===== config.mk =====
export PLATFORM = sky130hd
export DESIGN_NAME = conv_layer_stream_ctrl
export DESIGN_NICKNAME = d
export VERILOG_FILES = /design/src/rtl/cnn_ctrl_pkg.sv /design/src/rtl/raster_addr_gen.sv /design/src/rtl/conv_layer_stream_ctrl.sv
export SDC_FILE = /design/constraint.sdc
export NUM_CORES = 1
export LEC_CHECK = 0
export BUFFER_PORTS_ARGS = -buffer_cell sky130_fd_sc_hd__buf_2
export CAP_MARGIN = 20
export CELL_PAD_IN_SITES_DETAIL_PLACEMENT = 1
export CELL_PAD_IN_SITES_GLOBAL_PLACEMENT = 1
export CORE_AREA = 4 4 184 186
export CTS_BUF_LIST = sky130_fd_sc_hd__clkbuf_4
export CTS_CLUSTER_DIAMETER = 60
export DETAILED_ROUTE_END_ITERATION = 16
export DIE_AREA = 0 0 188 190
export PLACE_DENSITY_LB_ADDON = 0.1
export SLEW_MARGIN = 10
export SYNTH_ARGS = -nofsm -noshare
export SYNTH_HDL_FRONTEND = slang
export SYNTH_HIERARCHICAL = 1
export SYNTH_SLANG_ARGS = --single-unit

===== constraint.sdc =====
create_clock -name clk -period 6.5 [get_ports clk]
set_input_delay 1.3 -clock clk [delete_from_list [all_inputs] [get_ports clk]]
set_output_delay 1.3 -clock clk [all_outputs]
set_load 0.01 [all_outputs]

===== src/rtl/cnn_ctrl_pkg.sv =====
// Shared definitions for the CNN layer sequencers (conv, pooling, dense).
// Holds the controller state encoding and the output-map size arithmetic.
package cnn_ctrl_pkg;

    typedef enum logic [2:0] {
        ST_IDLE,
        ST_CLEAR,
        ST_FEED,
        ST_DRAIN,
        ST_DONE
    } ctrl_state_t;

    // Output extent of a 3x3 window sliding over `img` pixels with `stride`.
    function automatic int out_dim(input int img, input int stride);
        return (img - 3) / stride + 1;
    endfunction

    function automatic int out_size(input int w, input int h, input int stride);
        return out_dim(w, stride) * out_dim(h, stride);
    endfunction

endpackage


===== src/rtl/raster_addr_gen.sv =====
// Raster-order address counter; saturates at TERM and flags it.
// Used for both the input pixel address and the output result address.
module raster_addr_gen #(
    parameter int ADDR_W = 10,
    parameter int TERM   = 0
) (
    input  logic              clk,
    input  logic              rst,
    input  logic              clr,
    input  logic              en,
    output logic [ADDR_W-1:0] cnt,
    output logic              tc
);

    assign tc = (cnt == ADDR_W'(TERM));

    always_ff @(posedge clk) begin
        if (rst || clr)
            cnt <= '0;
        else if (en && !tc)
            cnt <= cnt + 1'b1;
    end

endmodule


===== src/rtl/conv_layer_stream_ctrl.sv =====
// Sequencer for one 3x3 multi-channel conv block: clears the datapath, streams
// the input map in raster order, and writes the conv results to the output buffer.
module conv_layer_stream_ctrl
    import cnn_ctrl_pkg::*;
#(
    parameter int IMG_Width  = 3,
    parameter int IMG_Height = 3,
    parameter int Datawidth  = 32,
    parameter int Stride     = 1,
    parameter int Channels   = 6,
    parameter int ADDR_W     = 10,
    parameter int TIMEOUT    = 64
) (
    input  logic                          clk,
    input  logic                          rst,
    input  logic                          start,
    output logic                          busy,
    output logic                          done,
    output logic                          err_timeout,
    output logic                          rd_en,
    output logic [ADDR_W-1:0]             rd_addr,
    input  logic [Channels*Datawidth-1:0] rd_data,
    output logic                          conv_clr,
    output logic                          conv_valid_in,
    output logic [Channels*Datawidth-1:0] conv_in,
    input  logic                          conv_valid_out,
    input  logic [Datawidth-1:0]          conv_out,
    output logic                          wr_en,
    output logic [ADDR_W-1:0]             wr_addr,
    output logic [Datawidth-1:0]          wr_data
);

    localparam int P      = IMG_Width * IMG_Height;
    localparam int N_OUT  = out_size(IMG_Width, IMG_Height, Stride);
    localparam int IDLE_W = $clog2(TIMEOUT + 1);

    if (longint'(P) > (longint'(1) << ADDR_W)) begin : g_bad_size
        $error("conv_layer_stream_ctrl: input map does not fit in ADDR_W");
    end
    if (Stride != 1 && Stride != 2) begin : g_bad_stride
        $error("conv_layer_stream_ctrl: Stride must be 1 or 2");
    end

    ctrl_state_t        state, state_nx;
    logic [ADDR_W-1:0]  in_cnt, out_cnt;
    logic               in_tc, out_tc;
    logic [IDLE_W-1:0]  idle_cnt;
    logic               accept, capture, drain_done, timeout_hit;

    assign accept     = (state == ST_IDLE) && start;
    assign capture    = (state == ST_FEED || state == ST_DRAIN) && conv_valid_out && !out_tc;
    // A write still in flight must land before the run is declared complete.
    assign drain_done = (state == ST_DRAIN) && out_tc && !wr_en;
    assign timeout_hit = (state == ST_DRAIN) && !drain_done && !conv_valid_out &&
                         (idle_cnt == IDLE_W'(TIMEOUT - 1));

    raster_addr_gen #(.ADDR_W(ADDR_W), .TERM(P - 1)) u_in_addr (
        .clk (clk),
        .rst (rst),
        .clr (accept),
        .en  (state == ST_FEED),
        .cnt (in_cnt),
        .tc  (in_tc)
    );

    raster_addr_gen #(.ADDR_W(ADDR_W), .TERM(N_OUT)) u_out_addr (
        .clk (clk),
        .rst (rst),
        .clr (accept),
        .en  (capture),
        .cnt (out_cnt),
        .tc  (out_tc)
    );

    always_ff @(posedge clk) begin
        if (rst)
            state <= ST_IDLE;
        else
            state <= state_nx;
    end

    always_comb begin
        state_nx = state;
        case (state)
            ST_IDLE:  if (start) state_nx = ST_CLEAR;
            ST_CLEAR: state_nx = ST_FEED;
            ST_FEED:  if (in_tc) state_nx = ST_DRAIN;
            ST_DRAIN: if (drain_done || timeout_hit) state_nx = ST_DONE;
            ST_DONE:  state_nx = ST_IDLE;
            default:  state_nx = ST_IDLE;
        endcase
    end

    assign busy     = (state == ST_CLEAR) || (state == ST_FEED) || (state == ST_DRAIN);
    assign done     = (state == ST_DONE);
    assign conv_clr = (state == ST_CLEAR);
    assign rd_en    = (state == ST_FEED);
    assign rd_addr  = in_cnt;
    // RAM data arrives one cycle after the read; qualify it with the delayed strobe.
    assign conv_in  = conv_valid_in ? rd_data : '0;

    always_ff @(posedge clk) begin
        if (rst) begin
            conv_valid_in <= 1'b0;
            wr_en         <= 1'b0;
            wr_addr       <= '0;
            wr_data       <= '0;
            idle_cnt      <= '0;
            err_timeout   <= 1'b0;
        end else begin
            conv_valid_in <= rd_en;
            wr_en         <= capture;
            if (capture) begin
                wr_addr <= out_cnt;
                wr_data <= conv_out;
            end
            if (accept || capture)
                idle_cnt <= '0;
            else if (state == ST_DRAIN && !conv_valid_out)
                idle_cnt <= idle_cnt + 1'b1;
            if (accept)
                err_timeout <= 1'b0;
            else if (timeout_hit)
                err_timeout <= 1'b1;
        end
    end

endmodule


* After elaboration in Yosys (flattened, before gate mapping)
Index checks and enable logic that the tools add are counted.
** Storage, ports and cells
- Bits in registers :: 75
- Output and inout port bits :: 251
** Cells by class
- Add/sub/neg operators :: 3
- Reduce and logical (&&, ||, !) cells :: 26
- Mux-type cells :: 5
- Equality and inequality tests :: 10
** Operators with widths (count)
- 2-to-1 mux 192 bit :: 1
- adder 10 x 1 -> 10 bit (second input constant) :: 2
- one-hot mux 3 bit (4 select lines) :: 1
- logical AND 1 bit :: 11
- equality test 10 x 1 -> 1 bit (second input constant) :: 1
- equality test 10 x 4 -> 1 bit (second input constant) :: 1
- 2-to-1 mux 3 bit :: 3
- adder 7 x 1 -> 7 bit (second input constant) :: 1
- equality test 7 x 6 -> 1 bit (second input constant) :: 1
- equality test 3 x 2 -> 1 bit (second input constant) :: 2
- logical OR 1 bit :: 6
- logical NOT 1 bit :: 5
- inequality test 2 bit (second input constant) :: 2
- OR reduction 2 bit :: 2
- equality test 3 x 1 -> 1 bit (second input constant) :: 1
- equality test 3 bit (second input constant) :: 1
- logical NOT 3 bit :: 1
- AND reduction 3 bit :: 1
- inequality test 2 x 1 -> 1 bit (second input constant) :: 1

* Depth between registers and ports, before layout
Gate-level depths: netlist of the first run.
- Depth after elaboration :: 10
- Gate-level depth with buffers :: 12
- Mapped depth without buffers :: 9

* Cells and area by module
The synthesis of the first run kept the hierarchy.
** By module, submodules not included
- conv_layer_stream_ctrl :: area each 3390.8 µm², instances 1, cells an instance 467, sequential area each 1101.1 µm²
- raster_addr_gen at u_in_addr :: area each 553.0 µm², instances 1, cells an instance 67, sequential area each 200.2 µm²
- raster_addr_gen at u_out_addr :: area each 528.0 µm², instances 1, cells an instance 62, sequential area each 200.2 µm²

* Worst setup path before layout of the first run
Ideal clock, no wire load.
- Kind :: input to register
- Start point :: in start
- End point :: reg u_out_addr.cnt[2]
- Buffers on the path :: 1
- Data required time :: 6371 ps
- Setup slack :: 3437 ps
- Arrival time :: 2934 ps
- Cell stages on the path :: 5
- Cell sequence :: nor4b_1 > or2_2 > clkbuf_1 > or3_2 > o21ai_0
** On the way
- Longest elaborated chain between the ends :: 2
** RTL lines
- start, declared :: line conv_layer_stream_ctrl.sv:16 : input logic start,
- logical AND 1 bit :: line conv_layer_stream_ctrl.sv:50 : assign accept = (state == ST_IDLE) && start;
- logical OR 1 bit :: line raster_addr_gen.sv:18 : if (rst || clr)
- end signal, assigned :: line raster_addr_gen.sv:21 : cnt <= cnt + 1'b1;
- end, declared :: line raster_addr_gen.sv:11 : output logic [ADDR_W-1:0] cnt,
Every way passes these cells.
A chain may end at the register's enable or synchronous reset.

* Worst setup path in the final report of the first run
- Start point :: reg conv_valid_in
- End point :: out conv_in[7]
** On the way
- Longest elaborated chain between the ends :: 1
** RTL lines
- start, declared :: line conv_layer_stream_ctrl.sv:24 : output logic conv_valid_in,
- start signal, assigned :: line conv_layer_stream_ctrl.sv:111 : conv_valid_in <= rd_en;
- 2-to-1 mux 192 bit :: line conv_layer_stream_ctrl.sv:100 : assign conv_in = conv_valid_in ? rd_data : '0;
- end, declared :: line conv_layer_stream_ctrl.sv:25 : output logic [Channels*Datawidth-1:0] conv_in,
Every way passes these cells.

==> results.py, run 1 <==
metrics = {
    "run_status": {
        "outcome": "finished clean",
    },
    "floorplanning": {
        "die_y_um": 190,
        "core_area_mm2": 0.0323,
        "initial_utilization_pct": 13.8,
        "rows": 66,
        "die_area_mm2": 0.0357,
        "die_w_um": 188,
        "pin_count": 479,
    },
    "place": {
        "post-place-ws_ns": 2.67,
        "portBuffers": 478,
        "hpwl_um": 27100,
        "gp_congestion": 0.793,
    },
    "setup_path": {
        "crit_start": "conv_valid_in",
        "crit_type": "reg -> out",
        "reg2reg_from": "u_out_addr/cnt[0]",
        "ff2ff_path_depth": 8,
        "max_stage_delay_ns": 0.82,
        "critical_path.cell_chain": "buf_4, and2_1, buf_2",
        "regToRegSetupSlack_ns": 3.14,
        "worstSetupEndpointType": "output port",
        "crit_required_ns": 5.20,
        "crit_fanout": 97,
        "crit_arrival_ns": 2.49,
        "crit_slowest_cell": "dfxtp_4",
        "crit_path_start_kind": "flip-flop",
        "critical_path.reg2reg.endpoint": "idle_cnt[2]",
    },
    "logic_synthesis": {
        "synth.most_common_cell": "and2_1",
        "synth_async_sr_flop_share_pct": 0,
        "synthDistinctLibCells": 49,
        "synth_top_area_share_pct": 33.6,
        "synth_top_cell_by_area": "dfxtp_1",
        "synth_xor_area_share_pct": 0.979,
        "ys.flop_type": "dfxtp_1",
        "synth_top_family_by_area": "simple AND/OR/NAND/NOR gates",
        "synth-adder-area-share_pct": 1.40,
        "synthMuxAreaShare_pct": 0.448,
        "yosys_register_bits": 75,
        "netlist_top_cells_count": "193 x and2_1, 96 x nand2_1, 75 x dfxtp_1",
        "synth_compound_area_share_pct": 11.1,
        "yosys.area_share.simple_pct": 47.8,
        "netlist_top_cells_area": "dfxtp_1 34%, and2_1 27%, nand2_1 8.1%",
        "yosysWarnings": 6,
        "postSynthCellCount": 596,
        "syn_avg_cell_area_um2": 7.50,
        "synth_edf_count": 0,
        "synth_seq_area_share_pct": 33.6,
        "syn_nets": 829,
        "mappedNetlistArea_mm2": 0.00447,
    },
    "cts": {
        "clk_latency_ns": 0.45,
        "root_buffer": "clkbuf_4",
        "postCtsSetupBuffers": 0,
        "numCtsBuffers": 9,
        "hold_buffers": 0,
        "clockBufferDepth": 2,
        "cts.repair.resized": 0,
        "htreeDepth": 3,
        "clock-sinks": 75,
        "path_clk_slew_ns": 0.15,
        "cts_tree": "built",
    },
    "pwr": {
        "ir_worst_vdd_uv": 63.4,
        "leakage_nw": 3.92,
        "power_density_mw_per_mm2": 136,
    },
    "hold_path": {
        "holdCritPathClass": "reg -> reg",
        "worstHoldStart": "wr_data[10]",
        "min_to": "wr_data[10]",
        "holdPathStages": 2,
    },
    "drt": {
        "postRouteAntennaNets": 0,
        "post_drt_wl_per_cell_um": 21.1,
        "viasPerCell": 3.86,
        "remaining_drc_errors": 0,
        "drt-pass1-iter-count": 4,
        "dr_total_vias": 5803,
        "drt_wl_total_um": 31700,
        "drt_iter0_markers": 206,
    },
    "final_layout": {
        "area_delta_synth_final_pct": 66.4,
        "drive_above_1_share_pct": 49.0,
        "fin_nets": 1279,
    },
    "timing": {
        "hold_slack_ns": 0.464,
        "skew_ns": 0.0256,
        "worstMarginPinSlew_ns": 0.902,
        "fmax_ghz": 0.264,
        "relSlewSlack_pct": 39.8,
        "timing.setup.tns_ns": 0,
        "drv_slew": 0,
        "setup_slack_ns": 2.71,
        "setup_viol": 0,
        "min_period_over_period_pct": 58.3,
        "rsz0062_at_grt": "false",
        "finalCriticalPeriod_ns": 3.79,
        "hold_viol_final": 0,
    },
    "global_routing": {
        "grt_pass1_vias": 5992,
        "grt_overflow": 0,
        "grt_use_total_pct": 16.6,
        "antenna_found_initial": 21,
        "grt_max_degree": 98,
        "grt_pass1_wl_um": 43700,
    },
    "job": {
        "drv_cap": 0,
    },
}
flip-flops by register name, indices dropped and copies added (netlist names):
register / cells
state: 3
u_in_addr/cnt: 10
wr_en: 1
idle_cnt: 7
err_timeout: 1
u_out_addr/cnt: 10
wr_addr: 10
conv_valid_in: 1
wr_data: 32
stage by stage:
stage | cells | power [W] | util (%) | instance area [um^2]
floorplan | 596 | 0.000579 | - | 4470
finish | 1505 | 0.00101 | 23.0 | 7440
CTS | 1493 | 0.00103 | 23.0 | 7410
detailed placement | 1477 | 0.000714 | 22.5 | 7270
global placement | 1477 | 0.000713 | 22.5 | 7270
global route | 1501 | 0.00107 | 23.0 | 7430
critical path: cells and delay by family (launching register included):
family | cells | cell delay [ns]
DFF | 1 | 0.82
buffers and inverters | 2 | 0.86
and+or+nand+nor | 1 | 0.25
metal layers:
| metal | vias up | routed length (um) | GRT usage [%] |
|---|---|---|---|
| met5 | - | 13 | 0 |
| met4 | 2 | 310 | 4.77 |
| met3 | 23 | 2460 | 4.94 |
| met2 | 226 | 15700 | 27.7 |
| met1 | 2679 | 13200 | 20.7 |
| li1 | 2873 | - | - |
report_power, final:
group / switching, W / leakage [nW] / internal, W
clock network: 0.000188 / 0.0804 / 0.000122
logic: 0.000113 / 3.23 / 0.000103
registers: 0.0000150 / 0.607 / 0.000469
worst max path at each step:
stage / end / slack (ns) / cells past startpoint
CTS: conv_in[20] / 2.65 / 3
global placement: u_out_addr/cnt[9] / 2.65 / 7
floorplan: u_out_addr/cnt[2] / 3.44 / 5
finish: conv_in[7] / 2.71 / 3
detailed placement: u_out_addr/cnt[9] / 2.67 / 7
global route: conv_in[48] / 2.45 / 3
cells in the final DEF, fill, tap and decap left out, types with 2 or more instances in the layout:
cell type / Yosys / layout
o21ai_0: 14 / 14
buf_2: 5 / 478
nand2b_1: 3 / 3
nand4_1: 6 / 6
nand2_1: 96 / 96
a21oi_1: 58 / 58
clkinv_2: 0 / 2
nor3_1: 4 / 4
buf_4: 4 / 4
clkinv_4: 0 / 3
xor2_1: 4 / 4
diode_2: 0 / 12
and2_1: 193 / 193
clkbuf_4: 0 / 10
dfxtp_1: 75 / 74
nor3b_1: 2 / 2
nand3_1: 10 / 10
o31ai_1: 6 / 6
or2_2: 2 / 2
or4_1: 5 / 5
or4_4: 2 / 2
nor4b_1: 7 / 6
o211ai_1: 3 / 3
a21oi_2: 2 / 2
mux2i_1: 2 / 2
nor2_1: 12 / 12
ha_1: 5 / 5
inv_1: 5 / 5
or3_1: 16 / 16
cell type report:
cell class / instances / area, um^2
fillers: 4022 / 24800
multi-input cells: 472 / 2770
repair buffers: 482 / 2420
flip-flops and latches: 75 / 1510
well taps: 442 / 553
clock buffers: 10 / 75.1
clock inverters: 6 / 66.3
diodes: 12 / 30.0
inverters: 6 / 22.5
cell families after synthesis:
| group | after synthesis |
|---|---|
| multiplexers | 2 |
| AO/OA/AOI/OAI | 89 |
| adder cells (fa/ha/maj) | 5 |
| AND/OR/NAND/NOR | 371 |
| flip-flops | 75 |
| buffers and inverters | 49 |
| XOR/XNOR | 5 |
Note: power is estimated with default switching activity, not from simulation.
==> run 2: changes to the inputs <==
--- a/config.mk
+++ b/config.mk
@@ -9,11 +9,11 @@
 export CAP_MARGIN = 20
 export CELL_PAD_IN_SITES_DETAIL_PLACEMENT = 1
 export CELL_PAD_IN_SITES_GLOBAL_PLACEMENT = 1
-export CORE_AREA = 4 4 184 186
+export CORE_AREA = 4 4 186 188
 export CTS_BUF_LIST = sky130_fd_sc_hd__clkbuf_4
 export CTS_CLUSTER_DIAMETER = 60
 export DETAILED_ROUTE_END_ITERATION = 16
-export DIE_AREA = 0 0 188 190
+export DIE_AREA = 0 0 190 192
 export PLACE_DENSITY_LB_ADDON = 0.1
 export SLEW_MARGIN = 10
 export SYNTH_ARGS = -nofsm -noshare
==> constraint.sdc (replaced) <==
create_clock -name clk -period 3.5 [get_ports clk]
set_input_delay 0.7 -clock clk [delete_from_list [all_inputs] [get_ports clk]]
set_output_delay 0.7 -clock clk [all_outputs]
set_load 0.01 [all_outputs]
==> run 2 against run 1 <==
Effect of this change: non-clock buffer count grew 4; highest routed layer is now met4; critical path type is now reg -> reg; via count is essentially flat; count of clock-buffer cells in the layout is the same; hold slack lost 0.0026 ns; final area grew 1.1%; largest cell class unchanged; die area grew 2.1%; clock power grew 120%; setup slack lost 2.0 ns; final cell count grew 0.13%; total power grew 98%.
==> results.py, run 2 (synthesized netlist as in run 1, its figures left out) <==
metrics = {
    "run_status": {
        "outcome": "finished clean",
    },
    "place": {
        "gp_congestion": 0.776,
        "post-place-ws_ns": 0.715,
        "hpwl_um": 26500,
        "dpl_cell_area_mm2": 0.00733,
        "portBuffers": 478,
    },
    "setup_path": {
        "crit_path_start_kind": "flip-flop",
        "crit_path_end": "u_out_addr/cnt[9]",
        "regToRegSetupSlack_ns": 0.75,
        "crit_start": "u_out_addr/cnt[1]",
        "worstSetupEndpointType": "flip-flop",
        "reg2reg_from": "u_out_addr/cnt[1]",
        "cp_num_buf_inv": 2,
        "critical_path.cell_chain": "inv_1, ha_1, or2b_2, nor3_1, nand4bb_2, inv_2, nand4_1, or4_1, a21oi_1",
        "crit_fanout": 29,
        "crit_type": "reg -> reg",
        "max_stage_delay_ns": 0.58,
        "critical_path.reg2reg.endpoint": "u_out_addr/cnt[9]",
        "crit_arrival_ns": 3.13,
        "cp_num_cells": 9,
        "crit_required_ns": 3.88,
        "crit_slowest_cell": "or4_1",
        "path_delay_family": "simple AND/OR/NAND/NOR gates",
        "ff2ff_path_depth": 9,
    },
    "global_routing": {
        "grt_use_total_pct": 15.5,
        "grt_pass1_wl_um": 41800,
        "grt_pass1_vias": 5883,
        "grt_max_degree": 84,
        "grt_overflow": 0,
        "antenna_found_initial": 11,
    },
    "timing": {
        "finalCriticalPeriod_ns": 2.75,
        "hold_viol_final": 0,
        "relSlewSlack_pct": 51.8,
        "skew_ns": 0.0243,
        "setup_slack_ns": 0.751,
        "setup_viol": 0,
        "worstMarginPinSlew_ns": 0.723,
        "fmax_ghz": 0.364,
        "rsz0062_at_grt": "false",
        "drv_slew": 0,
        "min_period_over_period_pct": 78.5,
        "timing.setup.tns_ns": 0,
    },
    "drt": {
        "viasPerCell": 3.85,
        "post_drt_wl_per_cell_um": 20.4,
        "dr_total_vias": 5807,
        "drt_iter0_markers": 177,
        "postRouteAntennaNets": 0,
        "drt-pass1-iter-count": 4,
        "remaining_drc_errors": 0,
        "drt_wl_total_um": 30800,
    },
    "final_layout": {
        "fin_util_pct": 22.7,
        "final_cell_mix": "478 x buf_2, 193 x and2_1, 96 x nand2_1",
        "design_area_mm2": 0.00752,
        "drive_above_1_share_pct": 49.1,
        "largest_register_ff_count": 32,
        "area_delta_synth_final_pct": 68.2,
        "fin_nets": 1283,
        "regMostFlops": "wr_data",
        "mostFrequentLayoutCell": "buf_2",
    },
    "pwr": {
        "ir_worst_vdd_uv": 144,
        "power_density_mw_per_mm2": 266,
        "finalPower_w": 0.00200,
        "leakage_nw": 3.97,
    },
    "cts": {
        "root_buffer": "clkbuf_4",
        "path_clk_slew_ns": 0.12,
        "clock-sinks": 75,
        "clockBufferDepth": 2,
        "clk_latency_ns": 0.45,
        "cts.repair.resized": 0,
        "hold_buffers": 0,
        "postCtsSetupBuffers": 0,
        "numCtsBuffers": 9,
        "cts_tree": "built",
        "htreeDepth": 3,
    },
    "floorplanning": {
        "initial_utilization_pct": 13.5,
        "die_w_um": 190,
        "pin_count": 479,
        "die_y_um": 192,
        "rows": 67,
        "die_area_mm2": 0.0365,
        "core_area_mm2": 0.0331,
    },
    "hold_path": {
        "holdCritPathClass": "reg -> reg",
    },
    "job": {
        "drv_cap": 0,
    },
}
run 2: changes by cell type in the layout (fill, tap and decap cells not counted), sizes merged:
cell / change
clkinv: -2
diode: -8
buf: +4
bufinv: +2
run 2: how the worst min path moves through the flow:
stage / start / end / slack (ns) / depth (start not counted)
after CTS: conv_out[21] / wr_data[21] / 0.41 / 3
after detailed placement: wr_data[30] / wr_data[30] / 0.45 / 2
final: wr_addr[3] / wr_addr[3] / 0.46 / 2
after floorplan: idle_cnt[6] / idle_cnt[6] / 0.45 / 2
after global routing: conv_out[30] / wr_data[30] / 0.42 / 3
after global placement: wr_data[30] / wr_data[30] / 0.44 / 2
run 2: report_power, final:
group	switching [W]	total [W]	internal (W)
logic	0.000219	0.000415	0.000197
clock network	0.000327	0.000692	0.000365
registers	0.0000238	0.000894	0.000870
total	0.000569	0.00200	0.00143
run 2: final cells by class:
class	instances	area, um^2
flip-flops and latches	75	1510
diodes	4	10.0
repair buffers	486	2480
well taps	448	561
multi-input cells	472	2770
fillers	4123	25600
clock inverters	6	104
inverters	6	22.5
clock buffers	10	75.1
run 2: worst min-delay path, cell delays in order (launching register included):
cell	delay (ns)
dfxtp_1	0.33
nand2_1	0.05
a21oi_1	0.05
run 2: layer usage:
| metal | global-route usage, % | wire (um) |
|---|---|---|
| met1 | 19.9 | 12800 |
| met2 | 24.5 | 14300 |
| met3 | 6.45 | 3400 |
| met4 | 3.23 | 261 |
| met5 | 0 | 0 |
run 2: per-stage QoR:
stage	std cells	hold slack, ns
2_1_floorplan	596	0.445
3_3_place_gp	1487	0.439
3_5_place_dp	1487	0.445
4_1_cts	1503	0.412
5_1_grt	1507	0.420
6_report	1507	0.462
==> run 3: changes to the inputs <==
--- a/config.mk
+++ b/config.mk
@@ -5,15 +5,16 @@
 export SDC_FILE = /design/constraint.sdc
 export NUM_CORES = 1
 export LEC_CHECK = 0
+export ABC_AREA = 1
 export BUFFER_PORTS_ARGS = -buffer_cell sky130_fd_sc_hd__buf_2
 export CAP_MARGIN = 20
 export CELL_PAD_IN_SITES_DETAIL_PLACEMENT = 1
 export CELL_PAD_IN_SITES_GLOBAL_PLACEMENT = 1
-export CORE_AREA = 4 4 186 188
+export CORE_AREA = 4 4 185 187
 export CTS_BUF_LIST = sky130_fd_sc_hd__clkbuf_4
 export CTS_CLUSTER_DIAMETER = 60
 export DETAILED_ROUTE_END_ITERATION = 16
-export DIE_AREA = 0 0 190 192
+export DIE_AREA = 0 0 189 191
 export PLACE_DENSITY_LB_ADDON = 0.1
 export SLEW_MARGIN = 10
 export SYNTH_ARGS = -nofsm -noshare
==> constraint.sdc (replaced) <==
create_clock -name clk -period 2.4 [get_ports clk]
set_input_delay 0.48 -clock clk [delete_from_list [all_inputs] [get_ports clk]]
set_output_delay 0.48 -clock clk [all_outputs]
set_load 0.01 [all_outputs]
==> run 3 against run 2 <==
Effect of this change: global-route usage fell by 0.085 points; area after synthesis grew 7.8%; highest routed layer is now met5; wire length fell by 1.4%; die area fell by 1.0%; sequential share of layout area down 1.2 points; clock power up 49%; core utilization increased by 1.9 points; count of clock-buffer cells in the layout grew 1; final area increased by 6.3%; final cell count up 19%; via count rose by 14%; first-iteration DRC count rose by 34%.
==> results.py, run 3 <==
metrics = {
    "logic_synthesis": {
        "netlist_top_cells_count": "275 x nand2_1, 230 x inv_1, 117 x nor2_1",
        "yosys_register_bits": 75,
        "synth_top_area_share_pct": 31.2,
        "synth_xor_area_share_pct": 2.00,
        "ys.flop_type": "dfxtp_1",
        "syn_nets": 1097,
        "synth_compound_area_share_pct": 8.15,
        "mappedNetlistArea_mm2": 0.00482,
        "syn_avg_cell_area_um2": 5.58,
        "yosys.area_share.simple_pct": 36.4,
        "netlist_top_cells_area": "dfxtp_1 31%, nand2_1 21%, inv_1 18%",
        "synth_edf_count": 0,
        "yosysWarnings": 6,
        "synth_top_cell_by_area": "dfxtp_1",
        "synth-adder-area-share_pct": 1.30,
        "postSynthCellCount": 864,
        "synth_top_family_by_area": "simple AND/OR/NAND/NOR gates",
        "synthMuxAreaShare_pct": 0,
        "synth.most_common_cell": "nand2_1",
        "synth_seq_area_share_pct": 31.2,
        "synth_async_sr_flop_share_pct": 0,
        "synthDistinctLibCells": 27,
    },
    "floorplanning": {
        "core_area_mm2": 0.0325,
        "die_area_mm2": 0.0361,
        "pin_count": 479,
        "die_w_um": 189,
        "initial_utilization_pct": 14.9,
        "die_y_um": 191,
        "rows": 66,
    },
    "pwr": {
        "power_density_mw_per_mm2": 595,
        "ir_worst_vdd_uv": 267,
        "leakage_nw": 5.76,
    },
    "place": {
        "gp_congestion": 0.788,
        "dp.cells": 1768,
        "portBuffers": 478,
        "hpwl_um": 26200,
    },
    "global_routing": {
        "grt_pass1_vias": 6424,
        "grt_overflow": 0,
        "antenna_found_initial": 7,
        "grt_use_total_pct": 15.4,
        "grt_pass1_wl_um": 42300,
        "grt_max_degree": 58,
    },
    "cts": {
        "clk_latency_ns": 0.43,
        "clock-sinks": 75,
        "numCtsBuffers": 9,
        "clockBufferDepth": 2,
        "cts.repair.resized": 0,
        "postCtsSetupBuffers": 0,
        "root_buffer": "clkbuf_4",
        "path_clk_slew_ns": 0.12,
        "htreeDepth": 3,
        "hold_buffers": 0,
        "cts_tree": "built",
    },
    "timing": {
        "skew_ns": 0.0176,
        "setup_viol": 0,
        "worstMarginPinSlew_ns": 0.457,
        "min_period_over_period_pct": 86.9,
        "timing.setup.tns_ns": 0,
        "rsz0062_at_grt": "false",
        "relSlewSlack_pct": 69.4,
        "finalCriticalPeriod_ns": 2.09,
        "drv_slew": 0,
        "fmax_ghz": 0.480,
        "hold_viol_final": 0,
    },
    "final_layout": {
        "final_cell_mix": "478 x buf_2, 275 x nand2_1, 230 x inv_1",
        "regMostFlops": "wr_data",
        "mostFrequentLayoutCell": "buf_2",
        "drive_above_1_share_pct": 39.3,
        "largest_register_ff_count": 32,
        "fin_nets": 1570,
        "instances_no_fill": 1788,
        "area_delta_synth_final_pct": 65.9,
    },
    "drt": {
        "drt_iter0_markers": 237,
        "drt_wl_total_um": 30300,
        "drt-pass1-iter-count": 4,
        "dr_total_vias": 6591,
        "post_drt_wl_per_cell_um": 17.0,
        "viasPerCell": 3.69,
        "remaining_drc_errors": 0,
        "postRouteAntennaNets": 0,
    },
    "setup_path": {
        "worstSetupEndpointType": "output port",
        "crit_required_ns": 1.92,
        "regToRegSetupSlack_ns": 0.52,
        "critical_path.reg2reg.endpoint": "u_out_addr/cnt[5]",
        "ff2ff_path_depth": 11,
        "crit_type": "reg -> out",
        "crit_fanout": 57,
        "crit_path_start_kind": "flip-flop",
        "reg2reg_from": "u_out_addr/cnt[1]",
        "crit_arrival_ns": 1.61,
    },
    "hold_path": {
        "worstHoldStart": "rst",
        "holdCritPathClass": "in -> reg",
        "holdPathStages": 2,
        "min_to": "state[2]",
    },
    "job": {
        "drv_cap": 0,
    },
    "run_status": {
        "outcome": "finished clean",
    },
}
==> run 3: worst max-delay path, cell delays in order (launching register included) <==
cell     delay [ns]
dfxtp_4        0.43
buf_12         0.25
buf_12         0.20
nand2_1        0.07
inv_1          0.05
buf_2          0.13
==> run 3: cells by family after synthesis <==
kind of cell | Yosys count
compound gates | 74
xor+xnor | 11
fa+ha+maj | 5
buf+inv | 266
flops | 75
simple gates | 433
==> run 3: metal layers <==
metal / wire (um) / up-vias / track usage (%)
met1: 12700 / 2973 / 19.2
met3: 2320 / 12 / 4.89
li1: - / 3398 / -
met5: 7 / - / 0
met2: 15100 / 206 / 26.3
met4: 214 / 2 / 3.22
==> run 3: final cells by class <==
| type | count | area (um^2) |
|---|---|---|
| tap | 442 | 553 |
| antenna | 4 | 10.0 |
| sequential | 75 | 1510 |
| multi-input combinational | 523 | 2310 |
| inverter | 232 | 871 |
| clock inverter | 5 | 101 |
| timing repair buffer | 496 | 2560 |
| clock buffer | 11 | 82.6 |
| fill | 4340 | 24500 |
==> run 3: through the flow <==
step | utilization, % | power [W] | cell area [um^2] | setup slack (ns) | hold slack (ns)
final | 24.6 | 0.00476 | 8000 | 0.315 | 0.287
after global routing | 24.6 | 0.00517 | 8000 | 0.168 | 0.271
after CTS | 24.6 | 0.00488 | 7990 | 0.256 | 0.254
after detailed placement | 24.0 | 0.00381 | 7800 | 0.469 | 0.464
after global placement | 24.0 | 0.00381 | 7800 | 0.543 | 0.451
after floorplan | - | 0.00268 | 4820 | 0.489 | 0.439
==> run 3: worst max path at each step <==
stage / start / cells after the start / endpoint / slack (ns)
after floorplan: u_out_addr/cnt[1] / 13 / u_out_addr/cnt[5] / 0.49
after global placement: u_out_addr/cnt[1] / 12 / u_out_addr/cnt[1] / 0.54
after detailed placement: u_out_addr/cnt[0] / 8 / idle_cnt[4] / 0.47
after CTS: conv_valid_in / 5 / conv_in[131] / 0.26
after global routing: state[0] / 6 / busy / 0.17
final: conv_valid_in / 5 / conv_in[131] / 0.31
==> run 3: power breakdown <==
| group | internal [W] | switching, W | total (W) | leakage (nW) |
|---|---|---|---|---|
| Sequential | 0.00141 | 0.000124 | 0.00153 | 0.610 |
| Combinational | 0.000815 | 0.00137 | 0.00219 | 5.06 |
| Clock | 0.000548 | 0.000486 | 0.00103 | 0.0947 |
